$ cat config.mk
export PLATFORM = sky130hd
export DESIGN_NAME = multicycle_ctrl
export DESIGN_NICKNAME = d
export VERILOG_FILES = /design/src/rtl/multicycle_ctrl.sv
export SDC_FILE = /design/constraint.sdc
export NUM_CORES = 1
export LEC_CHECK = 0
export CORE_MARGIN = 5
export CORE_UTILIZATION = 49
export DETAILED_ROUTE_END_ITERATION = 10
export GPL_TIMING_DRIVEN = 0
export PLACE_DENSITY = 0.95
export SETUP_SLACK_MARGIN = 0.15
export SLEW_MARGIN = 20
export SYNTH_ARGS = -nofsm -noshare
export SYNTH_HDL_FRONTEND = slang
export SYNTH_SLANG_ARGS = --single-unit
$ cat constraint.sdc
create_clock -name clk -period 7 [get_ports clk]
set_clock_uncertainty 0.05 [all_clocks]
set_input_delay 1.4 -clock clk [delete_from_list [all_inputs] [get_ports clk]]
set_output_delay 1.4 -clock clk [all_outputs]
set_load 0.02 [all_outputs]
$ cat src/rtl/multicycle_ctrl.sv
// Multi-cycle core sequencer: fetch/decode/exec/mem/writeback control with
// handshaked memories, a per-request wait timeout and a retired-instruction counter.
module multicycle_ctrl #(
  parameter int unsigned TIMEOUT = 64,
  parameter int unsigned CNT_W   = 32
) (
  input  logic             clk,
  input  logic             rst_n,
  input  logic [31:0]      instr,
  input  logic             taken,
  input  logic             imem_rdy,
  input  logic             dmem_rdy,
  output logic             imem_req,
  output logic             ir_we,
  output logic             pc_we,
  output logic             pc_sel,
  output logic             dmem_req,
  output logic             dmem_wr,
  output logic             rf_we,
  output logic             halt,
  output logic             err,
  output logic [2:0]       state,
  output logic [CNT_W-1:0] instret
);

  // Wait counter only needs to reach TIMEOUT-1.
  localparam int unsigned WaitW = (TIMEOUT > 1) ? $clog2(TIMEOUT) : 1;
  localparam logic [WaitW-1:0] WaitMax = WaitW'(TIMEOUT - 1);

  localparam logic [6:0] OpReg    = 7'b0110011;
  localparam logic [6:0] OpImm    = 7'b0010011;
  localparam logic [6:0] OpLoad   = 7'b0000011;
  localparam logic [6:0] OpStore  = 7'b0100011;
  localparam logic [6:0] OpBranch = 7'b1100011;
  localparam logic [6:0] OpJal    = 7'b1101111;
  localparam logic [6:0] OpJalr   = 7'b1100111;
  localparam logic [6:0] OpLui    = 7'b0110111;
  localparam logic [6:0] OpAuipc  = 7'b0010111;
  localparam logic [6:0] OpSystem = 7'b1110011;

  typedef enum logic [2:0] {
    StFetch  = 3'd0,
    StDecode = 3'd1,
    StExec   = 3'd2,
    StMem    = 3'd3,
    StWb     = 3'd4,
    StHalt   = 3'd7
  } state_e;

  state_e             state_q, state_d;
  logic [WaitW-1:0]   wait_q, wait_d;
  logic               err_q, err_d;
  logic               halt_q, halt_d;
  logic [CNT_W-1:0]   instret_q, instret_d;

  logic               retire;
  logic               imem_req_c, ir_we_c, pc_we_c, pc_sel_c;
  logic               dmem_req_c, dmem_wr_c, rf_we_c;

  logic [6:0] opcode;
  logic       is_branch, is_load, is_store, is_jump, is_system, is_legal;

  assign opcode    = instr[6:0];
  assign is_branch = (opcode == OpBranch);
  assign is_load   = (opcode == OpLoad);
  assign is_store  = (opcode == OpStore);
  assign is_jump   = (opcode == OpJal) || (opcode == OpJalr);
  assign is_system = (opcode == OpSystem);
  assign is_legal  = (opcode == OpReg) || (opcode == OpImm) || is_load || is_store ||
                     is_branch || is_jump || (opcode == OpLui) || (opcode == OpAuipc);

  // Upper instruction bits are consumed by the datapath decoder, not here.
  logic unused_instr;
  assign unused_instr = ^instr[31:12];

  // Next-state, strobe and timeout logic.
  always_comb begin
    state_d    = state_q;
    wait_d     = wait_q;
    err_d      = err_q;
    retire     = 1'b0;
    imem_req_c = 1'b0;
    ir_we_c    = 1'b0;
    pc_we_c    = 1'b0;
    pc_sel_c   = 1'b0;
    dmem_req_c = 1'b0;
    dmem_wr_c  = 1'b0;
    rf_we_c    = 1'b0;

    case (state_q)
      StFetch: begin
        imem_req_c = 1'b1;
        if (imem_rdy) begin
          ir_we_c = 1'b1;
          state_d = StDecode;
        end else if (wait_q == WaitMax) begin
          state_d = StHalt;
          err_d   = 1'b1;
        end else begin
          wait_d = wait_q + 1'b1;
        end
      end
      StDecode: begin
        if (is_legal) begin
          state_d = StExec;
        end else if (is_system) begin
          state_d = StHalt;
        end else begin
          state_d = StHalt;
          err_d   = 1'b1;
        end
      end
      StExec: begin
        if (is_branch) begin
          pc_we_c  = 1'b1;
          pc_sel_c = taken;
          retire   = 1'b1;
          state_d  = StFetch;
        end else if (is_load || is_store) begin
          state_d = StMem;
        end else begin
          state_d = StWb;
        end
      end
      StMem: begin
        dmem_req_c = 1'b1;
        dmem_wr_c  = is_store;
        if (dmem_rdy) begin
          if (is_store) begin
            pc_we_c = 1'b1;
            retire  = 1'b1;
            state_d = StFetch;
          end else begin
            state_d = StWb;
          end
        end else if (wait_q == WaitMax) begin
          state_d = StHalt;
          err_d   = 1'b1;
        end else begin
          wait_d = wait_q + 1'b1;
        end
      end
      StWb: begin
        rf_we_c  = (instr[11:7] != 5'd0);
        pc_we_c  = 1'b1;
        pc_sel_c = is_jump;
        retire   = 1'b1;
        state_d  = StFetch;
      end
      StHalt: begin
        state_d = StHalt;
      end
      default: begin
        // Unused encodings 5/6 are treated as corruption.
        state_d = StHalt;
        err_d   = 1'b1;
      end
    endcase

    // Every new request (entry to FETCH or MEM) starts with a fresh wait count.
    if (state_d != state_q) begin
      wait_d = '0;
    end
  end

  assign halt_d    = (state_d == StHalt);
  assign instret_d = instret_q + CNT_W'(retire);

  // State and status registers.
  always_ff @(posedge clk or negedge rst_n) begin
    if (!rst_n) begin
      state_q   <= StFetch;
      wait_q    <= '0;
      err_q     <= 1'b0;
      halt_q    <= 1'b0;
      instret_q <= '0;
    end else begin
      state_q   <= state_d;
      wait_q    <= wait_d;
      err_q     <= err_d;
      halt_q    <= halt_d;
      instret_q <= instret_d;
    end
  end

  // Strobes are killed combinationally while reset is asserted.
  assign imem_req = rst_n & imem_req_c;
  assign ir_we    = rst_n & ir_we_c;
  assign pc_we    = rst_n & pc_we_c;
  assign pc_sel   = rst_n & pc_sel_c;
  assign dmem_req = rst_n & dmem_req_c;
  assign dmem_wr  = rst_n & dmem_wr_c;
  assign rf_we    = rst_n & rf_we_c;

  assign halt    = halt_q;
  assign err     = err_q;
  assign state   = state_q;
  assign instret = instret_q;

endmodule

==> results of run 1 <==
-- placed cells by master (no fill, tap or decap), types with 10 or more instances in the layout --
cell type	n
clkdlybuf4s50_1	59
dfrtp_1	43
nand2_1	20
nand3_1	20
nor2_1	25
xnor2_1	25
xor2_1	10
-- stage by stage --
| stage | instance area [um^2] | std cells |
|---|---|---|
| after global routing | 3080 | 355 |
| after CTS | 3080 | 355 |
| after global placement | 2980 | 346 |
| final | 3080 | 355 |
| after detailed placement | 2990 | 347 |
| after floorplan | 2310 | 232 |
-- critical path, cell delays in order --
cell and delay, ps:
clkdlybuf4s50_1 490, nand4bb_4 300, nor2_1 220, nand3_1 150
nand2_1 130, and2_1 120, clkdlybuf4s50_1 600
-- layout make-up --
cell class / instances / area share [%]
Clock buffer: 5 / 2.24
Tap cell: 54 / 2.20
Multi-Input combinational cell: 177 / 38.2
Inverter: 7 / 0.854
Timing Repair Buffer: 61 / 20.0
Buffer: 5 / 0.976
Sequential cell: 43 / 35.0
Clock inverter: 3 / 0.488
-- power breakdown --
group	total, mW	leakage [nW]	internal, mW	switching [mW]
sequential	0.289	0.556	0.267	0.0214
clock	0.153	0.0477	0.0683	0.0846
combinational	0.208	0.666	0.0896	0.119
-- synthesized netlist by cell type, drive strengths merged, types with 2 or more instances --
master	n	area (um^2)
nor4	4	31.3
and2	4	25.0
dfrtp	43	1080
ha	3	37.5
o31ai	2	25.0
nand3	20	100
nor3	7	35.0
and3	5	31.3
inv	7	26.3
xor2	10	87.6
a21oi	3	18.8
and4	2	17.5
o21ai	7	35.0
buf	4	26.3
nand2	20	75.1
nor3b	2	15.0
nand4	7	43.8
xnor2	25	219
o21bai	2	15.0
nor2b	5	31.3
nor2	30	125
-- logic make-up (layout without fill, tap and decap cells) --
family | count (synthesis) | in the layout
AND/OR/NAND/NOR | 114 | 114
flip-flops | 43 | 43
XOR/XNOR | 35 | 35
AO/OA/AOI/OAI | 25 | 25
buffers and inverters | 12 | 81
adder cells (fa/ha/maj) | 3 | 3
-- sequential cells by signal (all words and copies together), names as in the netlist --
signal   cells
instret     32
wait_q       6
state        3
err          1
halt         1
-- per-layer routing --
metal	share of wire [%]	up-vias	GRT usage, %
met1	42	984	24.0
li1	-	944	-
met4	1.6	0	7.69
met5	0	-	0
met2	51	46	32.5
met3	4.8	7	4.13
-- worst paths after layout --
kind | endpoint | start | depth (start not counted) | slack (ps)
hold / removal | instret[31] | instret[31] | 1 | 420
hold reg to reg | instret[31] | instret[31] | 1 | 420
min in group asynchronous | instret[21] | rst_n | 1 | 1010
max in group asynchronous | instret[11] | rst_n | 2 | 5380
setup reg to reg | instret[22] | state[0] | 10 | 4120
setup / recovery | pc_we | instr[3] | 7 | 2150
==> impl_metrics.ini, run 1 <==
[outcome]
outcome = complete, no violations

[synth]
synthAdderAreaFrac_pct = 1.63
post_synth_instance_area_um2 = 2310
synth_top_family_by_area = simple AND/OR/NAND/NOR gates
postSynthCellCount = 232
synth_enable_flop_cells = 0
asyncSetResetFlopFracSynth_pct = 100
synth.distinct_cells = 45
postSynth.topFlopCell = dfrtp_1
synth_compound_area_share_pct = 9.27
post_synth_net_total = 272
postSynthAreaPerCell_um2 = 9.95
ys_ff_latch = 43
synth_xor_xnor_area_share_pct = 13.3
synth.yosys.seq_area_share_pct = 46.6
synth_warnings = 0
synth_simple_gate_area_share_pct = 26.8
post_synth_mux_area_share_pct = 0

[pwr]
pwr_density_cell_nw_per_um2 = 211
power_uw = 650
cellLeakagePower_nw = 1.27
ir_worst_vdd_mv = 0.163

[route]
post_drt_via_cell_ratio = 5.58
detailedRoute.firstIterationViolations = 75
num_vias = 1981
postRouteAntennaNets = 0
drt_drc_violations_left = 0
routed_wl_mm = 5.48
detail_route.wl_per_cell_um = 15.4
detail_route.first_pass.iterations = 4

[clocking]
cts_made_buffers = 5
cts.path.max_buffers = 2
number_of_buffers_inserted_to_repair_setup_after_cts = 0
worst_setup_hold_path_clk_slew_ps = 80
insertion_delay_ps = 300
cts_tree = built
ctsHtreeMaxLevel = 2
clock_tree.root_cell = clkbuf_8
cts_hold_buf = 0
ctsResizeCount = 0
clock_sinks = 43

[cells_and_area]
antennaDiodeCount = 0
nFillCells = 353
multiInputGateArea_um2 = 1180
nNetsFinal = 340
share_of_layout_cells_above_drive_strength_1_pct = 9.30
areaGrowthSynthToFinish_pct = 33.2
final_util_pct = 66.0
layout.area.seq_um2 = 1080

[timing]
rsz0062_at_grt = false
period_needed_ps = 4850
finalHoldWorstSlack_ps = 424
timing.final.max_slew_violations = 0
period_share_pct = 69.3
finalHoldViolations = 0
fin_setup_tns_ps = 0
setup_viol_count_final = 0
clock.fmax_mhz = 206
slew_at_the_pin_with_the_worst_max_slew_slack_ps = 541
slew-limit-headroom_pct = 63.8
worst_setup_margin_ps = 2150

[placement]
dpl_worst_slack_ps = 2140
detailed_place_hpwl_mm = 4.12
gp_congestion = 0.878
numPortBuffers = 60

[floorplanning]
starting_density_of_the_core_pct = 49.5
core.rowCount = 25
core_um2 = 4660
io_pins = 81
chipHeight_um = 78.6
floorplan.die_area_um2 = 6180
fp.dieW_um = 78.6

[critical_path]
critical_path_peak_fanout = 4
crit_required_ps = 5550
crit_arrival_ps = 3400
crit_type = in -> out
critical_path.startpoint_type = primary input
crit_path_end_kind = output port

[run]
drv_cap = 0

[global_routing]
groute.usage.overall_pct = 19.3
grt_antenna_before_repair = 0
grt_first_pass_wirelength_mm = 9.43
grt_start_max_net_pins = 28
grt_pass1_vias = 2022
gr-total-overflow = 0

[hold_path]
hold_path_class = reg -> reg
(Power assumes the default switching activity.)
==> run 2: changes to the inputs <==
--- a/config.mk
+++ b/config.mk
@@ -6,10 +6,10 @@
 export NUM_CORES = 1
 export LEC_CHECK = 0
 export CORE_MARGIN = 5
-export CORE_UTILIZATION = 49
+export CORE_UTILIZATION = 41
 export DETAILED_ROUTE_END_ITERATION = 10
 export GPL_TIMING_DRIVEN = 0
-export PLACE_DENSITY = 0.95
+export PLACE_DENSITY = 0.86
 export SETUP_SLACK_MARGIN = 0.15
 export SLEW_MARGIN = 20
 export SYNTH_ARGS = -nofsm -noshare
==> constraint.sdc (replaced) <==
create_clock -name clk -period 4 [get_ports clk]
set_clock_uncertainty 0.05 [all_clocks]
set_input_delay 0.8 -clock clk [delete_from_list [all_inputs] [get_ports clk]]
set_output_delay 0.8 -clock clk [all_outputs]
set_load 0.02 [all_outputs]
==> impl_metrics.ini, run 2 (same netlist as run 1, synthesis figures left out) <==
[outcome]
outcome = complete, no violations

[timing]
timing.final.max_slew_violations = 0
period_share_pct = 91.1
worst_setup_margin_ps = 355
clock.fmax_mhz = 274
finalHoldWorstSlack_ps = 420
slew_at_the_pin_with_the_worst_max_slew_slack_ps = 640
setup_viol_count_final = 0
slew-limit-headroom_pct = 57.4
period_needed_ps = 3640
rsz0062_at_grt = false
finalHoldViolations = 0

[cells_and_area]
mostFrequentLayoutCells = 58 x clkdlybuf4s50_1, 43 x dfrtp_1, 25 x xnor2_1, 25 x nor2_1
nNetsFinal = 340
antennaDiodeCount = 0
final_util_pct = 56.8
most_common_library_cell_in_the_layout_ignoring_fill_and_taps = clkdlybuf4s50_1
nFillCells = 496
areaGrowthSynthToFinish_pct = 34.7
share_of_layout_cells_above_drive_strength_1_pct = 8.97
largest_register_ffs = 32

[critical_path]
crit_buf_inv = 2
crit_path_end_kind = output port
critPathTopFamily = buffers and inverters
crit_path_cell_trace = clkdlybuf4s50_1 > nand4b_1 > nor2_1 > nand3_1 > a21boi_0 > clkdlybuf4s50_1
ff2ff_setup_slack_ps = 1080
crit_path_top_delay_cell = clkdlybuf4s50_1
critical_path.startpoint_type = primary input
startpoint_of_the_worst_register_to_register_path = state[0]
reg2reg_depth = 12
crit_arrival_ps = 2790
critical_path_peak_fanout = 6
crit_required_ps = 3150
worst_path_most_repeated_cell = clkdlybuf4s50_1
r2r-end = instret[22]
crit_type = in -> out
critical_path_s_largest_stage_delay_ps = 630

[floorplanning]
floorplan.die_area_um2 = 7230
starting_density_of_the_core_pct = 42.2
chipHeight_um = 85.0
fp.dieW_um = 85.0
core.rowCount = 27
core_um2 = 5470
io_pins = 81

[pwr]
share_seq_of_total_power_pct = 44.7
power_mw = 1.13
comb_power_share_pct = 32.1
netSwitchingFraction_pct = 33.9
pwr_density_cell_nw_per_um2 = 363
clockPowerShare_pct = 23.1
p_switching_uw = 383
ir_worst_vdd_mv = 0.234
cellInternalPower_uw = 747
cellLeakagePower_nw = 1.27

[global_routing]
grt_pass1_vias = 1957
use_met1_pct = 20.0
grt.met3_usage_pct = 3.11
grt-busiest-layer = met2
grt.met2_usage_pct = 25.4
gr-total-overflow = 0
grt_start_max_net_pins = 28
groute.usage.overall_pct = 15.0
grt_antenna_before_repair = 0
grt_first_pass_wirelength_mm = 9.11

[route]
postRouteAntennaNets = 0
detail_route.first_pass.iterations = 4
routed_wl_mm = 5.23
detailedRoute.firstIterationViolations = 121
drt_drc_violations_left = 0
detail_route.wl_per_cell_um = 14.0
num_vias = 1920
post_drt_via_cell_ratio = 5.15

[hold_path]
hold-path-cell-count = 1
hold-path-endpoint = instret[31]
min-delay-start = instret[31]
hold_path_class = reg -> reg

[clocking]
cts_tree = built
cts.path.max_buffers = 2
clock_sinks = 43
cts_hold_buf = 0
ctsHtreeMaxLevel = 2
insertion_delay_ps = 280
clock_tree.root_cell = clkbuf_8
cts_made_buffers = 5
worst_setup_hold_path_clk_slew_ps = 70

[placement]
numPortBuffers = 60
gp_congestion = 0.895
dpl_worst_slack_ps = 191
detailed_place_hpwl_mm = 4.11

[run]
drv_cap = 0
## run 2: cell count changes in the layout (fill, tap and decap cells not counted), sizes merged
cell	change
clkinv	-2
dlymetal6s2s	+1
clkinvlp	+1
clkbuf	+1
clkdlybuf4s50	-1
## run 2: cell type report
type                    instances  area (um^2)  area share (%)
well taps                      72         90.1            2.90
inverters                       7         26.3           0.845
multi-input cells             177         1180            37.8
plain buffers                   5         30.0           0.966
flip-flops and latches         43         1080            34.6
clock inverters                 2         12.5           0.402
repair buffers                 61          626            20.1
clock buffers                   6         72.6            2.33
## run 2: per-stage QoR
step / area, um^2 / std cells / TNS, ps
2_1_floorplan: 2310 / 232 / 0
4_1_cts: 3110 / 373 / 0
3_3_place_gp: 3000 / 364 / -4550
3_5_place_dp: 3020 / 365 / 0
5_1_grt: 3110 / 373 / 0
6_report: 3110 / 373 / 0
## run 2: metal layers
metal  vias up  wire length (um)
met2        34              2640
met3         4               174
met4         0                29
li1        943                 -
met5         -                 0
met1       939              2390
## run 2: power by group through the flow
stage | Sequential [mW] | Combinational, mW | Clock, mW
after CTS | 0.505 | 0.362 | 0.272
after floorplan | 0.537 | 0.195 | 0
final | 0.505 | 0.363 | 0.261
after global routing | 0.509 | 0.394 | 0.291
after global placement | 0.512 | 0.351 | 0
after detailed placement | 0.513 | 0.360 | 0
## run 2: worst register-to-register path, stage by stage, from the launching register on
cell      delay, ps
dfrtp_1         460
buf_2           250
nand3b_1         90
o21ai_0          90
nand3_1         140
nand2_1         130
ha_1            230
ha_1            260
nand2_1         100
nor4_2          450
nand2_1         200
nor3_1          250
xor2_1          160
## run 2: worst max-delay path by stage
| stage | from | endpoint | slack, ps | cells after the start |
|---|---|---|---|---|
| 2_1_floorplan | instr[3] | instret[28] | 1160 | 11 |
| 3_3_place_gp | rst_n | dmem_wr | -770 | 4 |
| 3_5_place_dp | instr[6] | instret[22] | 190 | 12 |
| 4_1_cts | instr[6] | pc_sel | 260 | 6 |
| 5_1_grt | instr[4] | pc_sel | 190 | 6 |
| 6_report | instr[4] | pc_sel | 360 | 6 |
## run 2: timing repair
| item | in CTS | in global routing |
|---|---|---|
| setup buffers | 0 | 0 |
| gates resized for setup | 0 | 1 |
| setup endpoints to repair | 0 | 2 |
